<file path="src/rtl/ram_n2t.sv">
// Word-addressed register bank: one write/read port (A), one read-only port (B),
// combinational reads, optional write forwarding on port B, async whole-array clear.
module ram_n2t #(
  parameter int WIDTH  = 16,
  parameter int DEPTH  = 8,
  parameter int AW     = $clog2(DEPTH),
  parameter bit BYPASS = 1'b0
) (
  input  logic             clk,
  input  logic             reset,
  input  logic [WIDTH-1:0] in,
  input  logic             load,
  input  logic [AW-1:0]    address,
  input  logic [AW-1:0]    address_b,
  output logic [WIDTH-1:0] out,
  output logic [WIDTH-1:0] out_b
);

  logic [WIDTH-1:0] mem [DEPTH];
  logic [WIDTH-1:0] rd_b;

  // Flop-based storage: the asynchronous clear rules out block RAM here.
  always_ff @(posedge clk or posedge reset) begin
    if (reset) begin
      for (int i = 0; i < DEPTH; i++) begin
        mem[i] <= '0;
      end
    end else if (load) begin
      mem[address] <= in;
    end
  end

  assign out  = mem[address];
  assign rd_b = mem[address_b];

  generate
    if (BYPASS) begin : g_fwd
      // Port B sees the pending write before the edge; port A never does.
      assign out_b = (load && (address_b == address)) ? in : rd_b;
    end else begin : g_nofwd
      assign out_b = rd_b;
    end
  endgenerate

endmodule

</file>
<file path="config.mk">
export PLATFORM = sky130hd
export DESIGN_NAME = ram_n2t
export DESIGN_NICKNAME = d
export VERILOG_FILES = /design/src/rtl/ram_n2t.sv
export SDC_FILE = /design/constraint.sdc
export NUM_CORES = 1
export LEC_CHECK = 0
export ABC_AREA = 1
export BUFFER_PORTS_ARGS = -buffer_cell sky130_fd_sc_hd__buf_2
export CORE_UTILIZATION = 55
export CTS_CLUSTER_SIZE = 20
export DETAILED_ROUTE_END_ITERATION = 12
export PLACE_DENSITY = 0.74
export SKIP_LAST_GASP = 1
export SYNTH_ARGS = -nofsm -noshare
export SYNTH_HDL_FRONTEND = slang
export SYNTH_SLANG_ARGS = --single-unit
</file>
<file path="constraint.sdc">
create_clock -name clk -period 6.7 [get_ports clk]
set_input_delay 1.34 -clock clk [delete_from_list [all_inputs] [get_ports clk]]
set_output_delay 1.34 -clock clk [all_outputs]
set_load 0.01 [all_outputs]
</file>
==> reports/qor_table.md, run 1 <==
| Stage | Parameter | Reported |
| --- | --- | --- |
| run status | Result of the run | complete, no violations |
| drt | Overall via count from detail_route | 7110 |
| global routing | Vias in the first global route | 6616 |
| yosys | Mean area per synthesized cell | 6.84 µm² |
| power and ir drop | Static Leak | 4.60 nW |
| job | Maximum capacitance violations | 0 |
| power and ir drop | VDD IR-drop max | 0.000319 V |
| place | Count of input and output buffers | 56 |
| sta | Crit path time final | 4.86 ns |
| sta | Total count of max-transition violations in the final report | 0 |
| drt | WL/cell | 16.3 µm |
| global routing | Residual overflow from global routing | 0 |
| yosys | Number of synthesized register bits | 128 |
| drt | Post-route ant nets | 0 |
| critical path | Most repeated library cell on the critical path | sky130_fd_sc_hd__nand2_1 |
| yosys | Largest cells by area after synthesis | sky130_fd_sc_hd__dfrtp_1 42%, sky130_fd_sc_hd__nand2_1 23%, sky130_fd_sc_hd__nand3_1 8.2% |
| hold path | Class of the tightest hold or removal check | flop to flop |
| global routing | Overall global routing resource usage | 0.319 |
| finish | Number of diodes added for antenna fixing | 0 |
| drt | Total detailed-routing wirelength | 21.3 mm |
| critical path | Largest stage delay, worst path | 0.80 ns |
| place | Final weighted congestion in routability-driven placement | 0.821 |
| finish | Largest register FFs | 128 |
| clocking | Clock sinks | 128 |
| yosys | Mapped Cells | 1105 |
| finish | Largest regs | mem x128 |
| floorplan | Die outline area | 14200 µm² |
| yosys | Post-synthesis instance area | 7550 µm² |
| finish | Net count, final | 1144 |
| clocking | Post_cts resized | 0 |
| sta | Worst clock skew | 0 ns |
| yosys | Number of unique standard cell types used by synthesis | 18 |
| sta | Worst max-slew margin expressed relative to the limit | 0.176 |
| yosys | Number of warnings issued by yosys | 0 |
| critical path | CP Max Fanout | 33 |
| clocking | Root buffer selected by CTS | sky130_fd_sc_hd__clkbuf_16 |
| critical path | Cells traversed along the worst timing path | buf_2 -> inv_1 -> nand3_1 -> nand2_1 -> nand2_1 -> nand2_1 -> buf_2 |
| clocking | Number of clock buffers inserted by TritonCTS | 17 |
| global routing | First-pass GRT wire length | 34.3 mm |
| drt | Final routed DRC violation total | 0 |
| global routing | Number of antenna violations at the first check in global routing | 0 |
| yosys | Proportion of netlist area held by the largest area contributor | 0.424 |
| sta | Setup TNS | 0 ns |
| drt | Initial detailed-routing violation count | 788 |
| sta | Setup repair after global routing missed its margin | false |
| critical path | Required time of the worst setup path | 5.36 ns |
| clocking | Clock-pin transition on the worst setup and hold timing paths | 0.06 ns |
| clocking | Number of buffers on the longest clock path | 2 |
| floorplan | Initial core utilization | 0.568 |
| floorplan | Die Width | 119 µm |
| finish | Fraction of final layout cells sized beyond drive strength 1 | 0.133 |
| critical path | Buffers plus inverters on the worst setup path | 3 |
| sta | Worst Max-Slew Pin Slew | 1.23 ns |
| yosys | Synthesized net count | 1130 |
| drt | Drt pass-1 iters | 6 |
| place | Total half-perimeter wirelength after legalization and detailed placement | 12.1 mm |
| critical path | Cell family with most CP delay | buffers and inverters |
| clocking | Clock tree from TritonCTS | yes |
| clocking | Depth of the CTS H-tree | 4 |
| floorplan | Row count | 42 |
| clocking | Post-CTS repair timing setup buffer count | 0 |
| drt | Via density per instance | 5.44 |
| finish | Area growth from synthesis to layout | 10.3% |
| floorplan | Placeable core region | 13300 µm² |
| sta | Hold Worst Slack | 0.481 ns |
| critical path | Worst setup path category | primary input to primary output |
| critical path | Critical-path top delay cell | sky130_fd_sc_hd__inv_1 |
| finish | Top register by number of flip-flops | mem |
| critical path | Crit end category | primary output |
| critical path | Kind of launch point of the worst setup path | primary input |
| sta | Fraction of the cycle the final worst path needs | 0.726 |
| floorplan | Height of the die | 119 µm |
| power and ir drop | PD cells | 303 nW/µm² |
| clocking | Clock latency of the later-clocked register in the worst-skew pair | 0.42 ns |
| yosys | Cell type contributing the most total cell area after synthesis | sky130_fd_sc_hd__dfrtp_1 |
| clocking | CTS Hold Buffers Added | 0 |
| sta | Hold Fails Final Rpt | 0 |
| sta | Final-report setup violation count | 0 |
| sta | Achievable Freq | 206 MHz |
| yosys | Post-synthesis sequential area ratio | 0.424 |
| floorplan | I/O pins | 57 |
| critical path | Arrival time of the worst setup path | 3.52 ns |
| global routing | Maximum number of pins on one net before global-route repair | 76 |
-- kinds of logic (layout without fill, tap and decap cells) --
| family | Yosys count | in the layout | synth area share |
|---|---|---|---|
| buf+inv | 219 | 245 | 0.125 |
| simple gates | 630 | 630 | 0.351 |
| compound gates | 128 | 128 | 0.101 |
| flops | 128 | 128 | 0.424 |
-- metrics by stage --
| step | total power [W] | setup slack [ns] | area [µm²] | util | std cells |
|---|---|---|---|---|---|
| 2_1_floorplan | 0.00142 | 1.95 | 7550 | - | 1105 |
| 3_3_place_gp | 0.00155 | 2.02 | 7720 | 0.581 | 1276 |
| 3_5_place_dp | 0.00157 | 2.00 | 7720 | 0.581 | 1276 |
| 4_1_cts | 0.00252 | 1.97 | 8330 | 0.626 | 1307 |
| 5_1_grt | 0.00266 | 1.82 | 8330 | 0.626 | 1307 |
| 6_report | 0.00252 | 1.84 | 8330 | 0.626 | 1307 |
-- cell usage in the layout (no fill, tap or decap), drive strengths merged --
master / count
nand2: 486
inv: 154
dfrtp: 128
o21ai: 128
nand3: 124
buf: 60
clkbuf: 21
nand4: 15
nor2: 5
clkinvlp: 4
clkinv: 3
bufinv: 3
-- power breakdown --
| part | internal, W | leakage (nW) | total, W | switching (W) |
|---|---|---|---|---|
| clock | 0.000610 | 0.287 | 0.000957 | 0.000347 |
| combinational | 0.000196 | 2.70 | 0.000566 | 0.000371 |
| sequential | 0.000920 | 1.60 | 0.000997 | 0.0000769 |
-- worst register-to-register path: stages, from the launching register on --
cell,delay [ns]
sky130_fd_sc_hd__dfrtp_1,0.40
sky130_fd_sc_hd__nand2_1,0.08
sky130_fd_sc_hd__o21ai_0,0.11
-- cell type report --
class	instances	area [µm²]
multi-input cells	758	3410
flip-flops and latches	128	3200
repair buffers	60	310
inverters	154	581
well taps	176	220
fillers	1271	4970
clock buffers	21	470
clock inverters	10	135
-- synthesized netlist by cell type --
library cell	count
sky130_fd_sc_hd__dfrtp_1	128
sky130_fd_sc_hd__nand2_2	14
sky130_fd_sc_hd__buf_6	9
sky130_fd_sc_hd__o21ai_2	32
sky130_fd_sc_hd__nand4_1	15
sky130_fd_sc_hd__nor2_4	3
sky130_fd_sc_hd__clkbuf_1	23
sky130_fd_sc_hd__nand3_1	124
sky130_fd_sc_hd__buf_4	4
sky130_fd_sc_hd__nor2_8	1
sky130_fd_sc_hd__o21ai_0	77
sky130_fd_sc_hd__nand2_4	2
sky130_fd_sc_hd__nand2_1	470
sky130_fd_sc_hd__buf_2	29
sky130_fd_sc_hd__o21ai_1	19
sky130_fd_sc_hd__inv_1	148
sky130_fd_sc_hd__inv_2	6
sky130_fd_sc_hd__nor2_2	1
-- per-layer routing --
| metal | GRT usage | share of wire | wire, µm | vias up |
|---|---|---|---|---|
| met5 | 0 | 0 | 0 | - |
| met4 | 0.171 | 0.034 | 726 | 0 |
| met3 | 0.0632 | 0.081 | 1710 | 54 |
| met2 | 0.488 | 0.46 | 9690 | 313 |
| met1 | 0.426 | 0.43 | 9160 | 3312 |
| li1 | - | - | - | 3431 |
-- worst paths after layout --
| path | startpoint | to | slack, ns | cells past startpoint |
|---|---|---|---|---|
| max | address_b[1] | out_b[8] | 1.84 | 7 |
| min | mem[58] | mem[58] | 0.48 | 2 |
| max reg2reg | mem[110] | mem[110] | 5.96 | 2 |
| min reg2reg | mem[58] | mem[58] | 0.48 | 2 |
| max in group asynchronous | reset | mem[22] | 4.29 | 3 |
| min in group asynchronous | reset | mem[116] | 1.12 | 2 |
(Power assumes the default switching activity.)
==> inputs of run 2 (changes only) <==
==> constraint.sdc (replaced) <==
create_clock -name clk -period 5 [get_ports clk]
set_input_delay 1 -clock clk [delete_from_list [all_inputs] [get_ports clk]]
set_output_delay 1 -clock clk [all_outputs]
set_load 0.01 [all_outputs]
==> reports/qor_table.md, run 2 (synthesized netlist as in run 1, its figures left out) <==
| Stage | Parameter | Reported | Change |
| --- | --- | --- | --- |
| critical path | Worst-case reg-to-reg path depth | 2 | unchanged |
| power and ir drop | Static Leak | 4.61 nW | +0.23% |
| clocking | Post_cts resized | 0 | unchanged |
| sta | Achievable Freq | 275 MHz |  |
| clocking | Number of clock buffers inserted by TritonCTS | 17 | unchanged |
| floorplan | I/O pins | 57 | unchanged |
| critical path | Kind of launch point of the worst setup path | primary input |  |
| critical path | Cells traversed along the worst timing path | buf_2 -> inv_2 -> nand2_1 -> nand3_1 -> nand2_1 -> nand2_1 -> nand2_1 -> buf_2 |  |
| critical path | Most repeated library cell on the critical path | sky130_fd_sc_hd__nand2_1 |  |
| hold path | Hold worst-path end | mem[125] |  |
| sta | Setup repair after global routing missed its margin | false |  |
| sta | Total count of max-transition violations in the final report | 0 | unchanged |
| clocking | Depth of the CTS H-tree | 4 | unchanged |
| drt | Sum of met2 wire segment lengths after detailed routing | 9.45 mm | -2.5% |
| finish | Most frequent standard cell in the layout excluding fill and tap cells | sky130_fd_sc_hd__nand2_1 |  |
| drt | Drt pass-1 iters | 6 | unchanged |
| finish | Net count, final | 1147 | +0.26% |
| clocking | Clock-pin transition on the worst setup and hold timing paths | 0.05 ns | about the same |
| hold path | Class of the tightest hold or removal check | flop to flop |  |
| drt | Via density per instance | 5.43 | -0.15% |
| sta | Worst Max-Slew Pin Slew | 1.20 ns | -0.0293 ns |
| drt | Top routing layer in use | met4 |  |
| sta | Fraction of the cycle the final worst path needs | 0.728 |  |
| clocking | Root buffer selected by CTS | sky130_fd_sc_hd__clkbuf_16 |  |
| global routing | Overall global routing resource usage | 0.322 | +0.00289 |
| drt | Met1 WL | 9.02 mm | -1.5% |
| global routing | Maximum number of pins on one net before global-route repair | 67 | -12% |
| finish | Number of diodes added for antenna fixing | 0 | unchanged |
| drt | WL/cell | 16.1 µm | -0.99% |
| critical path | Largest stage delay, worst path | 0.81 ns | about the same |
| critical path | CP Max Fanout | 64 | +94% |
| sta | Setup TNS | 0 ns | unchanged |
| power and ir drop | Sw Pwr | 0.00104 W | +31% |
| critical path | Crit end category | primary output |  |
| sta | Hold Fails Final Rpt | 0 | unchanged |
| critical path | FF-to-FF Start | mem[15] |  |
| global routing | Residual overflow from global routing | 0 | unchanged |
| clocking | Clock latency of the later-clocked register in the worst-skew pair | 0.42 ns | about the same |
| power and ir drop | Clk network pwr share | 0.377 | -0.003 |
| power and ir drop | Design internal power | 0.00232 W | +35% |
| drt | Final routed DRC violation total | 0 | unchanged |
| finish | Post-route design area | 8340 µm² | +0.12% |
| clocking | CTS Hold Buffers Added | 0 | unchanged |
| global routing | Number of antenna violations at the first check in global routing | 0 | unchanged |
| global routing | First-pass GRT wire length | 34.8 mm | +1.3% |
| critical path | Required time of the worst setup path | 4.00 ns | -1.36 ns |
| floorplan | Die Width | 119 µm | unchanged |
| clocking | Number of buffers on the longest clock path | 2 | unchanged |
| finish | Fraction of final layout cells sized beyond drive strength 1 | 0.132 | -0.000884 |
| critical path | Critical-path top delay cell | sky130_fd_sc_hd__inv_2 |  |
| place | Final weighted congestion in routability-driven placement | 0.863 | +5.2% |
| drt | Met3 layer wire length in the routed design | 1.84 mm | +7.1% |
| drt | Initial detailed-routing violation count | 830 | +5.3% |
| place | Area after detailed placement | 7750 µm² | +0.29% |
| power and ir drop | Combinational group share of total power | 0.226 | about the same |
| hold path | Worst hold path stage count | 2 | unchanged |
| floorplan | Die outline area | 14200 µm² | unchanged |
| finish | Largest register FFs | 128 | unchanged |
| sta | Min setup slack post-route | 1.36 ns | -0.475 ns |
| job | Maximum capacitance violations | 0 | unchanged |
| drt | Overall via count from detail_route | 7099 | -0.15% |
| sta | Worst max-slew margin expressed relative to the limit | 0.197 | +0.0205 |
| floorplan | Height of the die | 119 µm | unchanged |
| sta | Final-report setup violation count | 0 | unchanged |
| power and ir drop | PD cells | 404 nW/µm² | +33% |
| critical path | Worst setup path category | primary input to primary output |  |
| sta | Crit path time final | 3.64 ns |  |
| finish | Utilization after layout | 0.627 | +0.000753 |
| critical path | R2R Setup Slk | 4.26 ns | -1.70 ns |
| power and ir drop | Sequential power share | 0.397 | about the same |
| power and ir drop | VDD IR-drop max | 0.000278 V | -13% |
| finish | Largest regs | mem x128 |  |
| drt | Post-route ant nets | 0 | unchanged |
| finish | Top library cells by usage in the layout, fill and taps aside | 470 x sky130_fd_sc_hd__nand2_1, 147 x sky130_fd_sc_hd__inv_1, 128 x sky130_fd_sc_hd__dfrtp_1 |  |
| clocking | Clock sinks | 128 | unchanged |
| floorplan | Initial core utilization | 0.568 | unchanged |
| clocking | Post-CTS repair timing setup buffer count | 0 | unchanged |
| place | Total half-perimeter wirelength after legalization and detailed placement | 12.3 mm | +1.9% |
| hold path | Hold wc startpoint | mem[125] |  |
| place | Count of input and output buffers | 56 | unchanged |
| drt | Total detailed-routing wirelength | 21.1 mm | -0.99% |
| place | Setup slack after placement | 1.45 ns | -0.549 ns |
| global routing | Vias in the first global route | 6683 | +1.0% |
| finish | Area growth from synthesis to layout | 10.4% |  |
| run status | Result of the run | complete, no violations |  |
| clocking | Clock tree from TritonCTS | yes |  |
| floorplan | Placeable core region | 13300 µm² | unchanged |
| critical path | Arrival time of the worst setup path | 2.64 ns | -0.88 ns |
| floorplan | Row count | 42 | unchanged |
| finish | Top register by number of flip-flops | mem |  |
| power and ir drop | Total Power | 0.00336 W | +34% |
| sta | Worst clock skew | 0 ns | unchanged |
| critical path | Endpoint of the most critical register-to-register path | mem[15] |  |
| finish | Total of fill cells in the finished design | 1215 | -4.4% |
| power and ir drop | Net switching fraction of the power | 0.310 | -0.00526 |
==> run 2: changes by cell type in the layout (fill, tap and decap cells not counted), sizes merged <==
| cell | before | now |
|---|---|---|
| buf | 60 | 63 |
| clkinv | 3 | 0 |
| clkbuf | 21 | 23 |
| clkinvlp | 4 | 2 |
==> run 2: worst max path at each step <==
stage                      start        end  slack, ns  cells past startpoint
finish              address_b[0]   out_b[7]       1.36                      8
global route        address_b[0]  out_b[12]       1.26                      8
detailed placement  address_b[0]   out_b[9]       1.45                      8
floorplan                  reset     mem[0]       0.59                      1
global placement    address_b[0]   out_b[8]       1.46                      8
CTS                 address_b[0]   out_b[7]       1.40                      8
==> run 2: critical path, delay by kind of cell <==
kind | cells | cell delay [ns]
buffers and inverters | 3 | 1.08
and+or+nand+nor | 5 | 0.49
==> run 2: layout make-up <==
type / instances / area (µm²) / area share
clock buffers: 23 / 488 / 0.0585
inverters: 154 / 581 / 0.0696
repair buffers: 63 / 333 / 0.0399
clock inverters: 5 / 105 / 0.0126
flip-flops and latches: 128 / 3200 / 0.384
multi-input cells: 758 / 3410 / 0.409
well taps: 176 / 220 / 0.0264
==> run 2: metrics by stage <==
step           cells  hold slack, ns
3_3_place_gp    1279           0.465
2_1_floorplan   1105           0.453
4_1_cts         1307           0.480
3_5_place_dp    1279           0.467
5_1_grt         1307           0.489
6_report        1307           0.479
==> run 2: power by group through the flow <==
stage	clock [W]	sequential (W)	combinational (W)
3_5_place_dp	0	0.00135	0.000755
2_1_floorplan	0	0.00132	0.000576
4_1_cts	0.00128	0.00133	0.000762
6_report	0.00127	0.00133	0.000762
3_3_place_gp	0	0.00134	0.000740
5_1_grt	0.00132	0.00136	0.000881
==> run 2: per-layer routing <==
layer | track usage | vias up
met4 | 0.168 | 0
met1 | 0.423 | 3276
li1 | - | 3443
met5 | 0 | -
met2 | 0.500 | 329
met3 | 0.0675 | 51
==> inputs of run 3 (changes only) <==
--- a/config.mk
+++ b/config.mk
@@ -10,7 +10,7 @@
 export CORE_UTILIZATION = 55
 export CTS_CLUSTER_SIZE = 20
 export DETAILED_ROUTE_END_ITERATION = 12
-export PLACE_DENSITY = 0.74
+export PLACE_DENSITY = 0.77
 export SKIP_LAST_GASP = 1
 export SYNTH_ARGS = -nofsm -noshare
 export SYNTH_HDL_FRONTEND = slang
==> constraint.sdc (replaced) <==
create_clock -name clk -period 3.2 [get_ports clk]
set_input_delay 0.64 -clock clk [delete_from_list [all_inputs] [get_ports clk]]
set_output_delay 0.64 -clock clk [all_outputs]
set_load 0.01 [all_outputs]
==> reports/qor_table.md, run 3 (synthesized netlist as in run 1, its figures left out) <==
| Stage | Parameter | Reported | Change |
| --- | --- | --- | --- |
| power and ir drop | Combinational group share of total power | 0.242 | +0.016 |
| place | Final weighted congestion in routability-driven placement | 0.885 | +2.5% |
| floorplan | Height of the die | 119 µm | unchanged |
| finish | Utilization after layout | 0.630 | +0.00245 |
| clocking | Number of buffers on the longest clock path | 2 | unchanged |
| clocking | Clock tree from TritonCTS | yes |  |
| finish | Post-route design area | 8370 µm² | +0.39% |
| floorplan | Die Width | 119 µm | unchanged |
| drt | WL/cell | 15.7 µm | -2.8% |
| sta | Total count of max-transition violations in the final report | 0 | unchanged |
| finish | Net count, final | 1158 | +0.96% |
| sta | Final-report setup violation count | 0 | unchanged |
| power and ir drop | Clk network pwr share | 0.337 | -0.040 |
| finish | Number of diodes added for antenna fixing | 0 | unchanged |
| clocking | Clock-pin transition on the worst setup and hold timing paths | 0.05 ns | about the same |
| power and ir drop | Design internal power | 0.00337 W | +45% |
| finish | Top library cells by usage in the layout, fill and taps aside | 470 x sky130_fd_sc_hd__nand2_1, 147 x sky130_fd_sc_hd__inv_1, 128 x sky130_fd_sc_hd__dfrtp_1 |  |
| critical path | Cells traversed along the worst timing path | buf_2 -> inv_2 -> nor2_4 -> nand3_1 -> nand4_1 -> buf_2 |  |
| sta | Hold Fails Final Rpt | 0 | unchanged |
| critical path | Buffers plus inverters on the worst setup path | 3 | unchanged |
| finish | Fraction of final layout cells sized beyond drive strength 1 | 0.137 | +0.00510 |
| power and ir drop | PD cells | 592 nW/µm² | +47% |
| sta | Crit path time final | 2.52 ns |  |
| critical path | Worst setup path category | primary input to primary output |  |
| sta | Setup TNS | 0 ns | unchanged |
| job | Maximum capacitance violations | 0 | unchanged |
| sta | Worst clock skew | 0 ns | unchanged |
| power and ir drop | VDD IR-drop max | 0.000399 V | +43% |
| floorplan | I/O pins | 57 | unchanged |
| finish | Largest register FFs | 128 | unchanged |
| power and ir drop | Static Leak | 4.63 nW | +0.61% |
| critical path | Crit end category | primary output |  |
| finish | Largest regs | mem x128 |  |
| drt | Initial detailed-routing violation count | 712 | -14% |
| finish | Top register by number of flip-flops | mem |  |
| finish | Total of fill cells in the finished design | 1217 | +0.16% |
| clocking | CTS Hold Buffers Added | 0 | unchanged |
| global routing | Vias in the first global route | 6729 | +0.69% |
| clocking | Clock latency of the later-clocked register in the worst-skew pair | 0.42 ns | about the same |
| clocking | Root buffer selected by CTS | sky130_fd_sc_hd__clkbuf_16 |  |
| clocking | Post-CTS repair timing setup buffer count | 0 | unchanged |
| finish | Area growth from synthesis to layout | 10.8% |  |
| critical path | Cell family with most CP delay | simple AND/OR/NAND/NOR gates |  |
| critical path | Required time of the worst setup path | 2.56 ns | -1.44 ns |
| critical path | Worst-case reg-to-reg path depth | 2 | unchanged |
| sta | Worst max-slew margin expressed relative to the limit | 0.514 | +0.317 |
| drt | Drt pass-1 iters | 6 | unchanged |
| floorplan | Row count | 42 | unchanged |
| floorplan | Placeable core region | 13300 µm² | unchanged |
| clocking | Number of clock buffers inserted by TritonCTS | 17 | unchanged |
| clocking | Post_cts resized | 0 | unchanged |
| critical path | Largest stage delay, worst path | 0.49 ns | -0.32 ns |
| critical path | FF-to-FF Start | mem[66] |  |
| sta | Worst Max-Slew Pin Slew | 0.727 ns | -0.478 ns |
| drt | Post-route ant nets | 0 | unchanged |
| global routing | First-pass GRT wire length | 33.9 mm | -2.5% |
| power and ir drop | Sequential power share | 0.420 | +0.023 |
| run status | Result of the run | complete, no violations |  |
| floorplan | Die outline area | 14200 µm² | unchanged |
| floorplan | Initial core utilization | 0.568 | unchanged |
| sta | Setup repair after global routing missed its margin | false |  |
| finish | Most frequent standard cell in the layout excluding fill and tap cells | sky130_fd_sc_hd__nand2_1 |  |
| drt | Overall via count from detail_route | 7107 | +0.11% |
| place | Count of input and output buffers | 56 | unchanged |
| critical path | Arrival time of the worst setup path | 1.88 ns | -0.76 ns |
| critical path | Endpoint of the most critical register-to-register path | mem[66] |  |
| critical path | Kind of launch point of the worst setup path | primary input |  |
| global routing | Maximum number of pins on one net before global-route repair | 63 | -6.0% |
| global routing | Overall global routing resource usage | 0.314 | -0.00753 |
| hold path | Class of the tightest hold or removal check | primary input to asynchronous set/reset pin |  |
| sta | Achievable Freq | 396 MHz |  |
| sta | Hold Worst Slack | 0.309 ns | -0.171 ns |
| drt | Final routed DRC violation total | 0 | unchanged |
| critical path | R2R Setup Slk | 2.49 ns | -1.77 ns |
| clocking | Depth of the CTS H-tree | 4 | unchanged |
| power and ir drop | Sw Pwr | 0.00158 W | +52% |
| place | Area after detailed placement | 7880 µm² | +1.7% |
| global routing | Residual overflow from global routing | 0 | unchanged |
| power and ir drop | Net switching fraction of the power | 0.319 | +0.00907 |
| place | Total half-perimeter wirelength after legalization and detailed placement | 12.8 mm | +3.7% |
| drt | Total detailed-routing wirelength | 20.6 mm | -2.1% |
| global routing | Number of antenna violations at the first check in global routing | 0 | unchanged |
| clocking | Clock sinks | 128 | unchanged |
| critical path | Most repeated library cell on the critical path | sky130_fd_sc_hd__buf_2 |  |
| critical path | CP Max Fanout | 17 | -73% |
| sta | Fraction of the cycle the final worst path needs | 0.789 |  |
| critical path | Critical-path top delay cell | sky130_fd_sc_hd__nor2_4 |  |
| drt | Via density per instance | 5.40 | -0.57% |
-- run 3: changes by cell type in the layout (fill, tap and decap cells not counted) --
cell / delta
sky130_fd_sc_hd__clkinv_2: +2
sky130_fd_sc_hd__clkinvlp_4: -1
sky130_fd_sc_hd__buf_12: +4
sky130_fd_sc_hd__buf_4: +7
sky130_fd_sc_hd__inv_4: -1
sky130_fd_sc_hd__clkbuf_1: +2
sky130_fd_sc_hd__bufinv_16: -3
sky130_fd_sc_hd__clkbuf_8: -1
-- run 3: area by class of cell --
type | instances | area [µm²] | share of cell area
Clock inverter | 2 | 10.0 | 0.00120
Inverter | 154 | 582 | 0.0695
Clock buffer | 24 | 482 | 0.0575
Multi-Input combinational cell | 758 | 3410 | 0.407
Timing Repair Buffer | 74 | 465 | 0.0556
Sequential cell | 128 | 3200 | 0.383
Tap cell | 176 | 220 | 0.0263
-- run 3: how the worst max path moves through the flow --
stage | end | depth (start not counted) | start
after floorplan | mem[0] | 1 | reset
after global placement | out[0] | 6 | address[1]
after detailed placement | out[15] | 6 | address[1]
after CTS | out[15] | 6 | address[1]
after global routing | out[9] | 6 | address[1]
final | out[0] | 6 | address[1]
-- run 3: power groups by stage --
stage	combinational, W	sequential [W]	clock (W)
6_report	0.00120	0.00208	0.00167
5_1_grt	0.00139	0.00212	0.00177
4_1_cts	0.00120	0.00208	0.00169
3_5_place_dp	0.00119	0.00210	0
3_3_place_gp	0.00116	0.00209	0
2_1_floorplan	0.000900	0.00207	0
-- run 3: metal layers --
| metal | vias up | track usage | wire, µm |
|---|---|---|---|
| li1 | 3476 | - | - |
| met1 | 3271 | 0.407 | 8590 |
| met2 | 289 | 0.500 | 9640 |
| met3 | 71 | 0.0512 | 1560 |
| met4 | 0 | 0.180 | 835 |
| met5 | - | 0 | 0 |
-- run 3: metrics by stage --
stage / setup WS, ns / std cells / power [W]
after floorplan: 0.979 / 1105 / 0.00297
after global placement: 0.735 / 1290 / 0.00326
after detailed placement: 0.709 / 1290 / 0.00330
after CTS: 0.706 / 1316 / 0.00497
after global routing: 0.612 / 1316 / 0.00527
final: 0.675 / 1316 / 0.00495
